==> config.mk <==
export PLATFORM = sky130hd
export DESIGN_NAME = freq_meter
export DESIGN_NICKNAME = d
export VERILOG_FILES = /design/src/rtl/freq_meter.sv
export SDC_FILE = /design/constraint.sdc
export NUM_CORES = 1
export LEC_CHECK = 0
export CELL_PAD_IN_SITES_DETAIL_PLACEMENT = 1
export CELL_PAD_IN_SITES_GLOBAL_PLACEMENT = 1
export CORE_AREA = 2 2 121 123
export DETAILED_ROUTE_END_ITERATION = 12
export DIE_AREA = 0 0 123 125
export PLACE_DENSITY_LB_ADDON = 0.15
export SYNTH_ARGS = -nofsm -noshare
export SYNTH_HDL_FRONTEND = slang
export SYNTH_SLANG_ARGS = --single-unit
==> constraint.sdc <==
create_clock -name i_clk -period 13.8 [get_ports i_clk]
set_input_delay 1.38 -clock i_clk [delete_from_list [all_inputs] [get_ports i_clk]]
set_output_delay 1.38 -clock i_clk [all_outputs]
set_load 0.05 [all_outputs]
==> src/rtl/freq_meter.sv <==
// Frequency and period meter for an asynchronous square wave: counts rising edges
// per gate window and measures the clock-cycle distance between consecutive edges.
module freq_meter #(
  parameter int GATE_CYCLES = 50_000_000,
  parameter int N_CNT       = 28
) (
  input  logic             i_clk,
  input  logic             i_reset,
  input  logic             i_signal,
  output logic [N_CNT-1:0] o_freq,
  output logic             o_freq_valid,
  output logic             o_overflow,
  output logic [N_CNT-1:0] o_period,
  output logic             o_period_valid,
  output logic             o_no_signal
);

  localparam int                N_GATE      = $clog2(GATE_CYCLES);
  localparam logic [N_GATE-1:0] GATE_LAST   = N_GATE'(GATE_CYCLES - 1);
  localparam logic [N_CNT-1:0]  PER_TIMEOUT = N_CNT'(GATE_CYCLES);
  localparam logic [N_CNT-1:0]  CNT_MAX     = '1;

  typedef enum logic {IDLE, ARMED} per_state_t;

  logic sync_meta, sync_sig, sync_prev;
  logic rise;

  logic [N_GATE-1:0] gate_cnt;
  logic [N_CNT-1:0]  edge_cnt, edge_next;
  logic              ovf_flag, ovf_next;
  logic              gate_last;

  per_state_t        state, state_next;
  logic [N_CNT-1:0]  per_cnt, per_cnt_next, period_next;
  logic              period_valid_next, no_signal_next;
  logic              timeout;

  // Two flops tame metastability; the third remembers the last settled level.
  always_ff @(posedge i_clk or posedge i_reset) begin
    if (i_reset) begin
      sync_meta <= 1'b0;
      sync_sig  <= 1'b0;
      sync_prev <= 1'b0;
    end else begin
      sync_meta <= i_signal;
      sync_sig  <= sync_meta;
      sync_prev <= sync_sig;
    end
  end

  assign rise      = sync_sig & ~sync_prev;
  assign gate_last = (gate_cnt == GATE_LAST);
  assign edge_next = (rise && edge_cnt != CNT_MAX) ? edge_cnt + N_CNT'(1) : edge_cnt;
  assign ovf_next  = ovf_flag | (rise & (edge_cnt == CNT_MAX));

  // A rise in the final gate cycle still belongs to the window that is closing.
  always_ff @(posedge i_clk or posedge i_reset) begin
    if (i_reset) begin
      gate_cnt     <= '0;
      edge_cnt     <= '0;
      ovf_flag     <= 1'b0;
      o_freq       <= '0;
      o_overflow   <= 1'b0;
      o_freq_valid <= 1'b0;
    end else begin
      o_freq_valid <= 1'b0;
      if (gate_last) begin
        gate_cnt     <= '0;
        edge_cnt     <= '0;
        ovf_flag     <= 1'b0;
        o_freq       <= edge_next;
        o_overflow   <= ovf_next;
        o_freq_valid <= 1'b1;
      end else begin
        gate_cnt <= gate_cnt + N_GATE'(1);
        edge_cnt <= edge_next;
        ovf_flag <= ovf_next;
      end
    end
  end

  assign timeout = (per_cnt == PER_TIMEOUT);

  always_ff @(posedge i_clk or posedge i_reset) begin
    if (i_reset) begin
      state          <= IDLE;
      per_cnt        <= '0;
      o_period       <= '0;
      o_period_valid <= 1'b0;
      o_no_signal    <= 1'b1;
    end else begin
      state          <= state_next;
      per_cnt        <= per_cnt_next;
      o_period       <= period_next;
      o_period_valid <= period_valid_next;
      o_no_signal    <= no_signal_next;
    end
  end

  always_comb begin
    state_next = state;
    unique case (state)
      IDLE:  if (rise) state_next = ARMED;
      ARMED: if (!rise && timeout) state_next = IDLE;
      default: state_next = IDLE;
    endcase
  end

  // A rise on the timeout cycle wins and is taken as an ordinary measurement.
  always_comb begin
    per_cnt_next      = per_cnt;
    period_next       = o_period;
    period_valid_next = o_period_valid;
    no_signal_next    = o_no_signal;
    unique case (state)
      IDLE: begin
        if (rise) begin
          per_cnt_next   = N_CNT'(1);
          no_signal_next = 1'b0;
        end
      end
      ARMED: begin
        if (rise) begin
          period_next       = per_cnt;
          period_valid_next = 1'b1;
          per_cnt_next      = N_CNT'(1);
        end else if (timeout) begin
          period_next       = '0;
          period_valid_next = 1'b0;
          no_signal_next    = 1'b1;
          per_cnt_next      = '0;
        end else begin
          per_cnt_next = per_cnt + N_CNT'(1);
        end
      end
      default: per_cnt_next = '0;
    endcase
  end

endmodule

## After elaboration in Yosys (flattened, before gate mapping)

Index checks and enable logic that the tools add are counted.

- Bits in registers: 147
- Bits in latches: 0
- RAM bits: 0
- Memory bits (read-only): 0
- Output and inout bits: 60
- Word-level logic and storage cells: 55
- Memories: 0

- $add $sub $neg: 3
- $mul: 0
- Divide/modulo/power cells: 0
- Order comparisons: 0
- Eq/ne operators: 7
- Shift operators: 0
- Mux-type cells: 20
- Bitwise gates (word level): 5
- Reductions and logical operators: 6

Operator list:

| cell | count |
|---|---|
| $mux W28 | 7 |
| $add A28 B1 Y28 const B | 2 |
| $pmux W28 S2 | 1 |
| $eq A28 B26 Y1 const B | 1 |
| $eq A28 B28 Y1 const B | 1 |
| $ne A28 B28 Y1 const B | 1 |
| $add A26 B1 Y26 const B | 1 |
| $eq A26 B26 Y1 const B | 1 |
| $mux W26 | 1 |
| $mux W1 | 9 |
| $ne A2 B2 Y1 const B | 2 |
| $pmux W1 S2 | 2 |
| $reduce_and A3 Y1 | 1 |
| $and A1 B1 Y1 | 2 |
| $logic_and A1 B1 Y1 | 2 |
| $ne A2 B1 Y1 const B | 1 |
| $not A1 Y1 | 2 |
| $reduce_and A2 Y1 | 1 |
| $reduce_bool A2 Y1 | 1 |
| $logic_not A1 Y1 | 1 |
| $or A1 B1 Y1 | 1 |

## Logic depth before layout (Yosys ltp)

Gate-level depths: netlist (run 1).

- Depth in word-level cells: 6
- Gate-level depth with buffers: 10
- Depth with buffers taken out: 7

## Least setup slack after synthesis (run 1)

OpenSTA, ideal clock, no wires.

- Kind: register to register
- Start: register per_cnt[0]
- End: register o_period[9]
- Library setup time: 0.121 ns
- Arrival time: 2.526 ns
- Data required time: 13.679 ns
- Path slack: 11.153 ns
- Cell stages (with the launch flop): 11
- Path buffers: 3
- Clock period less this slack: 2.647 ns
- Path through: dfrtp_1 inv_1 ha_1 or4b_2 nor3_1 and2_0 buf_2 o21ai_1 buf_2 buf_2 a22o_1

- Longest elaborated chain between the ends: 3

RTL lines:

| item | line | text |
|---|---|---|
| start, declared | 34 | `logic [N_CNT-1:0] per_cnt, per_cnt_next, period_next;` |
| start signal, assigned | 93 | `per_cnt <= per_cnt_next;` |
| $eq A28 B26 Y1 | 82 | `assign timeout = (per_cnt == PER_TIMEOUT);` |
| $reduce_bool A2 Y1 (no line) | -- |  |
| $reduce_and A2 Y1 (no line) | -- |  |
| end signal, assigned | 94 | `o_period <= period_next;` |
| end, declared | 13 | `output logic [N_CNT-1:0] o_period,` |

No other way between the ends.
A chain may end at the register's enable or synchronous reset.

## Worst setup path in the final report (run 1)

- Start: register per_cnt[0]
- End: register o_period[15]

The elaborated chain is that of the path after synthesis.

==> run summary, run 1 <==
Adding up every negative setup slack in the final design gives 0 ns. The floorplan has 44 rows. Kind of end point of the critical path: a flop. The worst hold path passes through 0 cells. Start point of the worst hold path: sync_meta$_DFF_PP0_.

In this run the most used layer during global routing was met2. For the number of resized instances in the post-cts repair step, the log shows 0. Setup slack on the worst reg-to-reg path comes out at 10.44 ns. The maximum fanout count along the critical path came out at 17.

In this run the cell area measured after placement is 0.00756 sq mm. Routed wirelength normalized by instance count: 19.6 microns. The post-layout minimum cycle time is 3.36 ns, and the number of DRC markers after the initial detailed-route iteration is 401. The share of the cycle needed by the critical path after routing came out at 24.4%. The worst hold path belongs to the class reg -> reg. The post-synthesis register bit count is 147, and the number of different library cells in the post-synthesis netlist is 50. Input and output buffers added on the ports amount to 62.

The number of vias per cell is 6.04. After the flow finishes, the layout carries non-filler instances totaling 920. The top cell types in the final layout, fill and taps aside, are 146 x sky130_fd_sc_hd__dfrtp_1, 74 x sky130_fd_sc_hd__nand2_1, 62 x sky130_fd_sc_hd__clkdlybuf4s50_1, 46 x sky130_fd_sc_hd__o21ai_0, 45 x sky130_fd_sc_hd__nor2_1. The hold path endpoint is sync_sig$_DFF_PP0_. The tools report the cts-stage hold buffer count as 0. The setup violation total in the final timing report is 0, and the instance count of the mapped netlist is 670. The category of the most critical setup path was reg -> reg. The run finished with clean final reports. The max-slew headroom at the worst pin was 14.5%; the share of async-settable or async-resettable flops after synthesis was 100%.

Final number of max-transition violations: 0. The number of cells on the worst reg-to-reg path was 8; the number of buffers inserted during clock tree synthesis was 17. The Yosys warning count is 0, and the clock latency of the later-clocked register in the worst-skew pair is 0.42 ns. Power spread over the standard cell area amounts to 127 mW/mm^2. Measured along the x axis, the die boundary spans 123 microns. The count of boundary I/O pins is 63, and the overall power consumption is 0.00103 W. The logs give 0.00677 sq mm for the post-synth design cell area and 5.06% for the global routing usage on met3.

The run gives 0 as the initial antenna violation count. The H-tree was split into 4 levels. The finished cells cover 0.00816 sq mm. The required time at the worst-slack endpoint was 14.10 ns.

Global-route wire length before repair: 30.0 mm. Yosys mapped a number of flops with a built-in enable equal to 0. The placed wire-length estimate after detailed placement is 11.8 mm. The core area came out at 0.0142 sq mm. The via count of the first global-routing pass was 5784.

Derived from the worst setup path, the maximum achievable clock frequency is 297 MHz. Counting every net in the synthesized netlist gives 677. The start of the worst register-to-register path was per_cnt[0]$_DFFE_PP0P_.

IR analysis of the VDD net gives a maximum drop of 0.0956 mV. The tree is rooted in a sky130_fd_sc_hd__clkbuf_16. The mean post-synth cell area is 10.1 sq um, and the delay of the slowest cell on the worst path is 0.60 ns. In the final layout, the share of cells above drive strength 1 is 6.79%. The repair_antennas step left the layout with diodes totalling 0.

The clock passes through at most 2 buffers. For the net total in the final layout, the log shows 730. The largest clock skew in the final design was 0.00859 ns; the global-route met1 utilization was 32.4%.

For the cell count after placement, the log shows 888. The largest individual stage delay along the critical path comes from the cell sky130_fd_sc_hd__or4b_2. The tools report the register area share after synthesis as 54.4%. In the routed design, unresolved DRC markers number 0.

In the global route stage, overall resource usage came out at 24.9%. Traced cell by cell, the critical path runs through inv_1 -> ha_1 -> or4b_2 -> nor3_1 -> and2_0 -> o21ai_2 -> buf_4 -> a22o_1. TritonCTS built the clock tree. Setup repair after global routing left no endpoint under its margin. Number of optimization iterations in the first detailed-route pass: 4. The final hold violation count was 0; the signed area change from the synthesized netlist to the final layout was 20.6%.

Across all layers, the routed design uses 5559 vias. The transition at the pin with the smallest max-transition slack is 1.28 ns. The routed design has 18.1 mm of wire. The worst register-to-register path ends at o_period[15]$_DFFE_PP0P_. The startpoint type of the worst setup path is a flop. The post-CTS clock slew at the launch and capture registers of the worst setup and hold paths came out at 0.06 ns.

The die covers 0.0154 sq mm. Predominant post-synthesis flop cell: sky130_fd_sc_hd__dfrtp_1. Post-CTS timing repair inserted 0 buffers for setup. The tool flagged a number of max-cap violations equal to 0.

Entering global routing, the biggest net connects 75 pins. The starting density of the core is 47.7%, and the met2 usage in global routing is 41.5%. After global routing the overflow that remains totals 0.

The clock drives 147 sinks. The die height came out at 125 microns. The library cell used most frequently in the layout, excluding fill and tap cells, is sky130_fd_sc_hd__dfrtp_1. The analysis attributes to cell leakage a power of 3.53 nW. Once detail routing completed, the nets flagged for antenna violations numbered 0. The placer congestion estimate was 0.849; the endpoint arrival time on the critical path was 3.66 ns.
[layout make-up]
| cell class | instances | area, sq um |
|---|---|---|
| Clock buffer | 22 | 474 |
| Timing Repair Buffer | 69 | 673 |
| Sequential cell | 147 | 3680 |
| Clock inverter | 10 | 130 |
| Fill cell | 1544 | 6040 |
| Multi-Input combinational cell | 475 | 2920 |
| Tap cell | 184 | 230 |
| Inverter | 13 | 53.8 |
[how the worst max path moves through the flow]
| stage | end | startpoint | slack [ns] | depth (start not counted) |
|---|---|---|---|---|
| 6_report | o_period[15]$_DFFE_PP0P_ | per_cnt[0]$_DFFE_PP0P_ | 10.44 | 8 |
| 5_1_grt | o_period[15]$_DFFE_PP0P_ | per_cnt[0]$_DFFE_PP0P_ | 10.30 | 8 |
| 2_1_floorplan | edge_cnt[0]$_DFF_PP0_ | i_reset | 8.47 | 1 |
| 3_5_place_dp | per_cnt[19]$_DFFE_PP0P_ | i_reset | 10.39 | 3 |
| 4_1_cts | o_period[15]$_DFFE_PP0P_ | per_cnt[0]$_DFFE_PP0P_ | 10.49 | 8 |
| 3_3_place_gp | per_cnt[19]$_DFFE_PP0P_ | i_reset | 10.44 | 3 |
[layer usage]
layer	vias up	share of wire [%]
met5	-	0
met4	0	1.4
met3	20	3.0
met2	97	52
met1	2892	44
li1	2550	-
[kinds of logic (layout without fill, tap and decap cells)]
kind of cell    count (synthesis)  after routing  synth area share (%)
fa+ha+maj                       4              4                 0.739
compound gates                149            149                  14.3
flops                         147            147                  54.4
buf+inv                        48            114                  2.83
mux                             7              7                  1.04
xor+xnor                       40             40                  5.18
simple gates                  275            275                  21.5
[power by group]
group	leakage, nW	total, W	internal [W]	switching (W)
clock network	0.296	0.000477	0.000297	0.000180
registers	2.00	0.000470	0.000448	0.0000221
logic	1.23	0.0000877	0.0000291	0.0000586
total	3.53	0.00103	0.000775	0.000260
[synth_stat cells (2+ instances only)]
cell type	n	area [sq um]
sky130_fd_sc_hd__o211ai_1	6	45.0
sky130_fd_sc_hd__a21oi_1	32	160
sky130_fd_sc_hd__a211oi_1	5	37.5
sky130_fd_sc_hd__nand2_1	74	278
sky130_fd_sc_hd__and2_1	9	56.3
sky130_fd_sc_hd__o21ai_0	46	230
sky130_fd_sc_hd__a31oi_1	10	62.6
sky130_fd_sc_hd__nor3_1	10	50.1
sky130_fd_sc_hd__mux2i_1	7	70.1
sky130_fd_sc_hd__a2111oi_0	3	26.3
sky130_fd_sc_hd__xor2_1	13	114
sky130_fd_sc_hd__nand3_1	39	195
sky130_fd_sc_hd__clkbuf_1	31	116
sky130_fd_sc_hd__nand4b_1	2	17.5
sky130_fd_sc_hd__nand2b_1	2	12.5
sky130_fd_sc_hd__or4_1	10	75.1
sky130_fd_sc_hd__nor2_1	46	173
sky130_fd_sc_hd__a41oi_1	6	52.6
sky130_fd_sc_hd__nand3b_1	2	15.0
sky130_fd_sc_hd__buf_2	3	15.0
sky130_fd_sc_hd__dfrtp_1	146	3650
sky130_fd_sc_hd__xnor2_1	27	236
sky130_fd_sc_hd__a21o_1	4	30.0
sky130_fd_sc_hd__nand4_1	27	169
sky130_fd_sc_hd__and3_1	14	87.6
sky130_fd_sc_hd__and4_1	12	105
sky130_fd_sc_hd__a32o_1	3	30.0
sky130_fd_sc_hd__ha_1	4	50.1
sky130_fd_sc_hd__or3_1	9	56.3
sky130_fd_sc_hd__nor4_2	2	25.0
sky130_fd_sc_hd__nor4_1	4	25.0
sky130_fd_sc_hd__or4b_2	3	30.0
sky130_fd_sc_hd__inv_1	13	48.8
sky130_fd_sc_hd__and4b_1	2	20.0
sky130_fd_sc_hd__a22o_1	29	254
[worst max-delay path, delay by kind of cell (launching register included)]
kind	cells	cell delay, ns
compound gates	2	0.58
fa+ha+maj	1	0.14
simple gates	3	1.68
buf+inv	2	0.39
flops	1	0.44
[state kept, by name, summed over array words and instances, names as in the netlist]
| name | flops |
|---|---|
| state | 1 |
| o_period | 28 |
| o_freq_valid | 1 |
| o_freq | 28 |
| o_period_valid | 1 |
| sync_sig | 1 |
| gate_cnt | 26 |
| o_no_signal | 1 |
| o_overflow | 1 |
| ovf_flag | 1 |
| sync_prev | 1 |
| sync_meta | 1 |
| per_cnt | 28 |
| edge_cnt | 28 |
[stage by stage]
step                      util, %  setup slack, ns  hold WS, ns
after floorplan                 -             8.47        0.331
after global placement       53.2            10.44        0.340
after detailed placement     53.2            10.39        0.347
after CTS                    57.5            10.49        0.380
after global routing         57.5            10.30        0.385
final                        57.5            10.44        0.374
(Power assumes the default switching activity.)
==> run 2: changes to the inputs <==
- CORE_AREA: 2 2 121 123 -> 2 2 126 128
- DIE_AREA: 0 0 123 125 -> 0 0 128 130
- clock period: 13.8 -> 3.2 ns (I/O delays scaled with it)
==> run 2 against run 1 <==
Combinational power rose to 4.3 times the previous value. Critical endpoint is now per_cnt[4]$_DFFE_PP0P_. Largest cell class unchanged. Largest power group unchanged. Worst setup slack worse by 10 ns. Maximum frequency up 22%.
==> run summary, run 2 (synthesis gave the netlist of run 1 again) <==
The peak supply drop is 0.398 mV (was 0.0956 mV), and the share of the cycle needed by the critical path after routing is 86.3% (was 24.4%). The starting density of the core is 43.9% (was 47.7%), and the transition at the pin with the smallest max-transition slack is 0.844 ns (was 1.28 ns). The run gives 0 ns (unchanged) as the summed negative setup slack over all endpoints. The global-route wire length before repair is 30.9 mm (was 30.0 mm). The start point of the worst hold path was i_signal (was sync_meta$_DFF_PP0_). The number of buffers inserted by port buffering was 62 (unchanged); the setup slack of the most critical reg-to-reg path was 0.44 ns (was 10.44 ns).

The via count of the first global-routing pass is 5811 (was 5784). The tools report the number of buffers inserted during clock tree synthesis as 17 (unchanged). For the total of max-cap violations, the log shows 0 (unchanged). Net total in the final layout: 738 (was 730). The hold path endpoint was sync_meta$_DFF_PP0_ (was sync_sig$_DFF_PP0_).

Commonest cells after routing, fill and taps aside: 146 x sky130_fd_sc_hd__dfrtp_1, 74 x sky130_fd_sc_hd__nand2_1, 62 x sky130_fd_sc_hd__clkdlybuf4s50_1, 46 x sky130_fd_sc_hd__o21ai_0, 45 x sky130_fd_sc_hd__nor2_1 (unchanged). Die height: 130 microns (was 125 microns). The total met2 wirelength after detailed routing is 9.04 mm (was 9.38 mm). Number of cells traversed by the worst hold path: 1 (was 0). Ordered list of cells on the worst path: or4b_2 -> nor4_2 -> a21oi_1 -> buf_4 -> a21o_1 -> a22o_1 (was inv_1 -> ha_1 -> or4b_2 -> nor3_1 -> and2_0 -> o21ai_2 -> buf_4 -> a22o_1).

The path class of the lowest-slack min-delay path is in -> reg (was reg -> reg). The post-CTS clock slew at the launch and capture registers of the worst setup and hold paths is 0.06 ns (about the same), and the total power divided by cell area is 557 mW/mm^2 (was 127 mW/mm^2). The number of inserted diodes is 0 (unchanged). The design internal power was 0.00346 W (was 0.000775 W).

The logs give 362 MHz (was 297 MHz) for the maximum clock rate and 0.0154 sq mm (was 0.0142 sq mm) for the core area. Share of total power in the clock network: 47.9% (was 46.1%). For the max-slew headroom at the worst pin, the log shows 43.5% (was 14.5%).

For the DRC violations left, the log shows 0 (unchanged). The worst reg2reg path endpoint is per_cnt[4]$_DFFE_PP0P_ (was o_period[15]$_DFFE_PP0P_). Number of DRC markers after the initial detailed-route iteration: 401 (unchanged).

The category of the most critical setup path was reg -> reg (unchanged). For the total track usage, the log shows 23.8% (was 24.9%). Endpoint arrival time on the critical path: 3.08 ns (was 3.66 ns). The sequential fraction of design power is 43.9% (was 45.4%), and the number of resized instances in the post-cts repair step is 0 (unchanged). Count of boundary I/O pins: 63 (unchanged).

TritonCTS built the clock tree. The number of cells on the worst reg-to-reg path works out to 6 (was 8). Cell with the largest stage delay on the worst path: sky130_fd_sc_hd__or4b_2 (unchanged).

The run gives 5 (was 4) as the number of optimization iterations in the first detailed-route pass. The flow ran to the end, and the final reports show no timing, DRC or antenna violations. The tools report the cell row count as 46 (was 44). The required time at the worst-slack endpoint is 3.51 ns (was 14.10 ns). The tools report the final hold violation count as 0 (unchanged). The remaining number of nets flagged by the antenna check after routing was 0 (unchanged). Final number of max-transition violations: 0 (unchanged).

The number of post-CTS setup repair buffers came out at 0 (unchanged). The utilization after layout came out at 53.7% (was 57.5%). The setup violation total in the final timing report is 0 (unchanged). The deepest level of the CTS H-tree came out at 4 (unchanged). The clock latency of the later-clocked register in the worst-skew pair is 0.43 ns (was 0.42 ns), and the largest clock skew in the final design is 0.00801 ns (was 0.00859 ns). The tools report the overall power consumption as 0.00461 W (was 0.00103 W).

The post-layout minimum cycle time was 2.76 ns (was 3.36 ns). Placed wire-length estimate after detailed placement: 12.0 mm (was 11.8 mm). The delay of the slowest cell on the worst path is 0.70 ns (was 0.60 ns).

The top routing layer in use is met4 (unchanged). Setup repair after global routing left no endpoint under its margin. For the met1 wire length, the log shows 8.77 mm (was 7.91 mm). Buffer cell driving the clock tree root: sky130_fd_sc_hd__clkbuf_16 (unchanged).

The routed wirelength normalized by instance count was 20.1 microns (was 19.6 microns). The share of layout cells above drive strength 1 was 7.93% (was 6.79%). The placer congestion estimate was 0.809 (was 0.849); the pin count of the biggest net entering global routing was 148 (was 75).

The kind of end point of the critical path was a flop (unchanged). The leakage power of the design is 3.58 nW (was 3.53 nW), and the switching fraction of total power is 24.9% (was 25.2%). The net switching power figure is 0.00115 W (was 0.000260 W). The start of the worst register-to-register path was per_cnt[16]$_DFFE_PP0P_ (was per_cnt[0]$_DFFE_PP0P_). The run gives 0 (unchanged) as the initial antenna violation count. The logs give 147 (unchanged) for the clock sink total and 0.0166 sq mm (was 0.0154 sq mm) for the full die area.

The run gives 18.8 mm (was 18.1 mm) as the total wire length after detailed routing. The logic gate share of total power came out at 8.1% (was 8.5%). The cts-stage hold buffer count was 0 (unchanged).

The most common cell after layout, fill and taps aside was sky130_fd_sc_hd__dfrtp_1 (unchanged). The post-place instance area was 0.00764 sq mm (was 0.00756 sq mm); the area of all placed cells without fillers was 0.00829 sq mm (was 0.00816 sq mm). The startpoint type of the worst setup path is a flop (unchanged). The floorplan die width works out to 128 microns (was 123 microns). The signed area change from the synthesized netlist to the final layout was 22.4% (was 20.6%); the maximum fanout count along the critical path was 17 (unchanged). The tools report the number of buffers between clock root and the deepest sink as 2 (unchanged). Number of vias per cell: 5.99 (was 6.04). The overall overflow remaining after global route came out at 0 (unchanged). The run gives 739 microns (was 536 microns) as the routed length on met3. The routed via count was 5606 (was 5559); the number of inserted filler cells in the final layout was 1682 (was 1544).
[run 2: worst max-delay path by stage]
stage	slack (ns)	end	depth (start not counted)	from
2_1_floorplan	0.55	o_period[9]$_DFFE_PP0P_	10	per_cnt[0]$_DFFE_PP0P_
3_3_place_gp	0.58	per_cnt[4]$_DFFE_PP0P_	6	per_cnt[16]$_DFFE_PP0P_
3_5_place_dp	0.49	per_cnt[4]$_DFFE_PP0P_	6	per_cnt[16]$_DFFE_PP0P_
4_1_cts	0.47	per_cnt[4]$_DFFE_PP0P_	6	per_cnt[16]$_DFFE_PP0P_
5_1_grt	0.33	per_cnt[4]$_DFFE_PP0P_	6	per_cnt[16]$_DFFE_PP0P_
6_report	0.44	per_cnt[4]$_DFFE_PP0P_	6	per_cnt[16]$_DFFE_PP0P_
[run 2: metal layers]
layer | GRT usage, % | up-vias
li1 | - | 2559
met1 | 33.0 | 2896
met2 | 37.8 | 130
met3 | 4.47 | 21
met4 | 8.79 | 0
met5 | 0 | -
[run 2: cell type report]
type	instances	area [sq um]	area share (%)
Clock buffer	19	443	5.35
Multi-Input combinational cell	475	2920	35.2
Sequential cell	147	3680	44.4
Inverter	13	52.6	0.634
Clock inverter	13	205	2.48
Timing Repair Buffer	77	746	9.00
Tap cell	192	240	2.90
[run 2: worst max-delay path: cells and delay by family, from the launching register on]
kind,cells,cell delay [ns]
buf+inv,1,0.31
compound gates,3,0.70
simple gates,2,1.17
flops,1,0.46
[run 2: through the flow]
stage / cells / hold slack, ns / setup slack (ns)
floorplan: 670 / 0.331 / 0.553
global placement: 904 / 0.343 / 0.578
detailed placement: 904 / 0.344 / 0.494
CTS: 936 / 0.323 / 0.469
global route: 936 / 0.331 / 0.325
finish: 936 / 0.338 / 0.439
[run 2: power by group through the flow]
stage          Combinational (W)  Clock [W]  Sequential, W
3_3_place_gp            0.000365          0        0.00205
4_1_cts                 0.000381    0.00225        0.00203
6_report                0.000375    0.00221        0.00203
2_1_floorplan           0.000189          0        0.00210
5_1_grt                 0.000411    0.00232        0.00204
3_5_place_dp            0.000375          0        0.00206
==> variant 1 (flow settings as in run 2) <==
Put one more register stage on the output `o_overflow`, with the module's reset. The value now appears one clock later. The other outputs are not delayed to match.
--- a/src/rtl/freq_meter.sv
+++ b/src/rtl/freq_meter.sv
@@ -23,2 +23,4 @@
   typedef enum logic {IDLE, ARMED} per_state_t;
+
+  logic o_overflow_s0;
 
@@ -62,3 +64,3 @@
       o_freq       <= '0;
-      o_overflow   <= 1'b0;
+      o_overflow_s0 <= 1'b0;
       o_freq_valid <= 1'b0;
@@ -71,3 +73,3 @@
         o_freq       <= edge_next;
-        o_overflow   <= ovf_next;
+        o_overflow_s0 <= ovf_next;
         o_freq_valid <= 1'b1;
@@ -139,2 +141,10 @@
 
+  always_ff @(posedge i_clk or posedge i_reset) begin
+    if (i_reset) begin
+      o_overflow <= '0;
+    end else begin
+      o_overflow <= o_overflow_s0;
+    end
+  end
+
 endmodule
Behaviour: no difference found for any inputs over 10 cycles, from zero or initial values and one cycle with i_reset high; that may be too few to reach the edited logic, so the function may still have changed.
==> variant 1 against run 2 <==
- wire length is 3.1% lower
- worst setup slack worse by 0.14 ns
- cell area is 0.38% lower
- power is 4.0% lower
- critical path depth is 2 higher
- area after synthesis is 0.37% higher
- sequential cell count is 1 higher
- largest power group is now sequential cells
==> variant 1: results <==
metrics = {
    "clocking": {
        "clock_latency_ns": 0.43,
        "root_buffer": "clkbuf_16",
    },
    "synthesis": {
        "synthArstFlopShare": 1.00,
        "synth_area_leaders": "dfrtp_1 54%, nand2_1 4.1%, a22o_1 3.7%",
        "syn_inst": 671,
        "synth_seq_area_share": 0.545,
        "syn_nets": 678,
        "synth_common_cells": "147 x dfrtp_1, 74 x nand2_1, 46 x nor2_1, 46 x o21ai_0, 39 x nand3_1",
    },
    "layout": {
        "multi_input_area_sq_um": 2920,
        "layout-drive-gt1-share": 0.0766,
        "instances_no_fill": 936,
        "fillerInstances": 1685,
    },
    "timing": {
        "relSlewSlack": 0.203,
        "clock-skew-final_ns": 0.0115,
    },
    "setup_path": {
        "crit_fanout": 14,
        "reg2regPathDepth": 8,
        "cp-startpoint": "per_cnt[0]$_DFFE_PP0P_",
        "rrSetupSlack_ns": 0.30,
        "crit_path_max_incr_delay_ns": 0.58,
        "reg2reg_to": "per_cnt[26]$_DFFE_PP0P_",
        "crit_type": "register to register",
    },
    "placement": {
        "placed_area_sq_um": 7650,
        "routabilityCongestion": 0.827,
        "dp_hpwl_mm": 12.0,
        "portBuffers": 62,
    },
    "run": {
        "maxCapViolCount": 0,
    },
    "routing": {
        "totalWireLength_mm": 18.3,
        "via_per_inst": 5.98,
        "drt_iter0_markers": 328,
        "first_pass_iters": 4,
    },
    "global_routing": {
        "grt_pass1_vias": 5822,
        "grt_max_degree": 149,
        "grt_first_pass_wirelength_mm": 30.5,
        "grt_use_total": 0.234,
        "antenna_found_initial": 0,
    },
    "power_and_ir_drop": {
        "p_leak_nw": 3.57,
        "peakVddDrop_mv": 0.422,
    },
    "worst_hold_path": {
        "hp-start": "i_signal",
        "hold_path_class": "input pin to register",
    },
    "run_status": {
        "status": "finished clean",
    },
}
-- variant 1: cell count changes in the layout (fill, tap and decap cells not counted), sizes merged --
cell    before  now
buf         15   14
clkinv       4    3
inv         13   12
clkbuf      19   24
bufinv       5    2
dfrtp      146  147
-- variant 1: power by group --
part | total [mW] | switching [mW] | internal [mW]
sequential | 2.04 | 0.0933 | 1.95
clock | 2.02 | 0.774 | 1.25
combinational | 0.367 | 0.240 | 0.127
-- variant 1: worst max-delay path, delay by kind of cell, from the launching register on --
kind	cells	cell delay (ns)
simple gates	2	1.09
buf+inv	2	0.40
flops	1	0.45
fa+ha+maj	1	0.13
compound gates	3	0.70
-- variant 1: cell families (layout without fill, tap and decap cells) --
logic type,after synthesis,after routing,synth area share
adder cells (fa/ha/maj),4,4,0.00737
XOR/XNOR,40,40,0.0516
buffers and inverters,48,121,0.0282
multiplexers,7,7,0.0103
AND/OR/NAND/NOR,275,275,0.215
AO/OA/AOI/OAI,149,149,0.143
flip-flops,148,148,0.545
-- variant 1: per-layer routing --
layer,global-route usage,routed length [microns]
met1,0.310,8340
met2,0.383,9140
met3,0.0451,527
met4,0.0944,250
met5,0,0
-- variant 1: per-stage QoR --
stage          hold WS [ns]  power [mW]  worst slack [ns]
4_1_cts               0.313        4.48             0.311
3_5_place_dp          0.343        2.45             0.340
5_1_grt               0.338        4.60            0.0459
2_1_floorplan         0.331        2.30             0.553
3_3_place_gp          0.347        2.43             0.458
6_report              0.336        4.43             0.295
-- variant 1: final cells by class --
| cell class | instances | area share |
|---|---|---|
| clock buffer | 24 | 0.0608 |
| clock inverter | 8 | 0.0118 |
| inverter | 13 | 0.00637 |
| multi-input combinational | 475 | 0.354 |
| sequential | 148 | 0.449 |
| tap | 192 | 0.0291 |
| timing repair buffer | 76 | 0.0894 |
==> variant 2 (config.mk and constraints of run 2) <==
Without the edit above. `GATE_CYCLES`: 50_000_000 -> 25_000_000.
--- a/src/rtl/freq_meter.sv
+++ b/src/rtl/freq_meter.sv
@@ -3,3 +3,3 @@
 module freq_meter #(
-  parameter int GATE_CYCLES = 50_000_000,
+  parameter int GATE_CYCLES = 25_000_000,
   parameter int N_CNT       = 28
Check against the original RTL: no difference found for any inputs over 10 cycles, from zero or initial values and one cycle with i_reset high; that may be too few to reach the edited logic, so the function may still have changed.
==> variant 2 against run 2 <==
- via count fell by 0.70%
- count of clock-buffer cells in the layout up 2
- worst setup slack better by 0.34 ns
- sequential power hardly changed
- power down 3.3%
- sequential cell count decreased by 1
- wire length is 3.0% lower
- cell area down 0.26%
- area after synthesis increased by 1.4%
- global-route usage fell by 0.70 points
- hold slack improved by 0.028 ns
==> variant 2: results <==
metrics = {
    "run_status": {
        "status": "finished clean",
    },
    "global_routing": {
        "grt_first_pass_wirelength_mm": 30.6,
        "grt_pass1_vias": 5882,
        "grtUsageMet2": 0.411,
        "grt_max_degree": 147,
        "grtUsageMet3": 0.0398,
        "grtUsageMet1": 0.284,
        "grt_use_total": 0.231,
    },
    "synthesis": {
        "synth_area_leaders": "dfrtp_1 53%, xnor2_1 4.7%, a22o_1 3.8%",
        "synth-compound-area-share": 0.141,
        "synth_seq_area_share": 0.532,
        "syn_nets": 695,
        "synthAdderAreaFrac": 0.00729,
        "synthMuxAreaShare": 0.00437,
        "synth_cell_types": 53,
        "synthXorXnorAreaFrac": 0.0574,
        "synth_common_cells": "145 x dfrtp_1, 65 x nand2_1, 57 x nor2_1",
        "synth_area_per_cell_sq_um": 9.98,
    },
    "placement": {
        "dpl.cell_count": 913,
        "routabilityCongestion": 0.835,
        "dp_hpwl_mm": 12.3,
    },
    "timing": {
        "clock-skew-final_ns": 0.00860,
        "relSlewSlack": 0.451,
    },
    "setup_path": {
        "crit_fanout": 7,
        "crit_path_max_incr_delay_ns": 0.71,
        "worstPathArrival_ns": 2.73,
        "crit_family": "compound AO/OA/AOI/OAI gates",
        "slowest_stage": "o21ai_0",
    },
    "routing": {
        "drt-met1-wl_mm": 8.03,
        "wl_per_cell_microns": 19.4,
        "drt_iter0_markers": 284,
        "wl_met3_microns": 391,
        "totalWireLength_mm": 18.3,
        "first_pass_iters": 4,
        "vias": 5567,
    },
    "layout": {
        "fillerInstances": 1717,
        "layout-drive-gt1-share": 0.0838,
        "nets": 747,
    },
    "power_and_ir_drop": {
        "p_leak_nw": 3.47,
        "switching_share": 0.255,
        "peakVddDrop_mv": 0.312,
    },
    "worst_hold_path": {
        "hold_path_class": "register to register",
    },
}
==> variant 2: layout make-up <==
| type | instances | share of cell area |
|---|---|---|
| clock buffers | 21 | 0.0557 |
| well taps | 192 | 0.0291 |
| multi-input cells | 487 | 0.362 |
| repair buffers | 76 | 0.0893 |
| inverters | 12 | 0.00590 |
| flip-flops and latches | 146 | 0.442 |
| clock inverters | 10 | 0.0162 |
==> variant 2: worst paths after layout <==
path,slack (ns),startpoint,endpoint,cells past startpoint
hold / removal,0.37,sync_meta$_DFF_PP0_,sync_sig$_DFF_PP0_,0
setup / recovery,0.78,per_cnt[0]$_DFFE_PP0P_,per_cnt[2]$_DFFE_PP0P_,7
hold reg to reg,0.37,sync_meta$_DFF_PP0_,sync_sig$_DFF_PP0_,0
setup reg to reg,0.78,per_cnt[0]$_DFFE_PP0P_,per_cnt[2]$_DFFE_PP0P_,7
min in group asynchronous,0.44,i_reset,o_period[6]$_DFFE_PP0P_,3
max in group asynchronous,2.14,i_reset,o_freq_valid$_DFF_PP0_,3
==> variant 2: per-stage QoR <==
stage / hold slack [ns] / setup WS (ns) / utilization / cell area, sq um
after floorplan: 0.331 / 1.05 / - / 6870
after global placement: 0.340 / 0.988 / 0.497 / 7670
after detailed placement: 0.362 / 0.930 / 0.497 / 7670
after CTS: 0.370 / 0.846 / 0.536 / 8260
after global routing: 0.371 / 0.580 / 0.536 / 8260
final: 0.366 / 0.782 / 0.536 / 8260
==> variant 2: power by group through the flow <==
stage	sequential [mW]	combinational, mW	clock, mW
finish	2.03	0.406	2.02
global route	2.04	0.446	2.14
CTS	2.03	0.411	2.05
detailed placement	2.07	0.409	0
global placement	2.06	0.393	0
floorplan	2.09	0.230	0
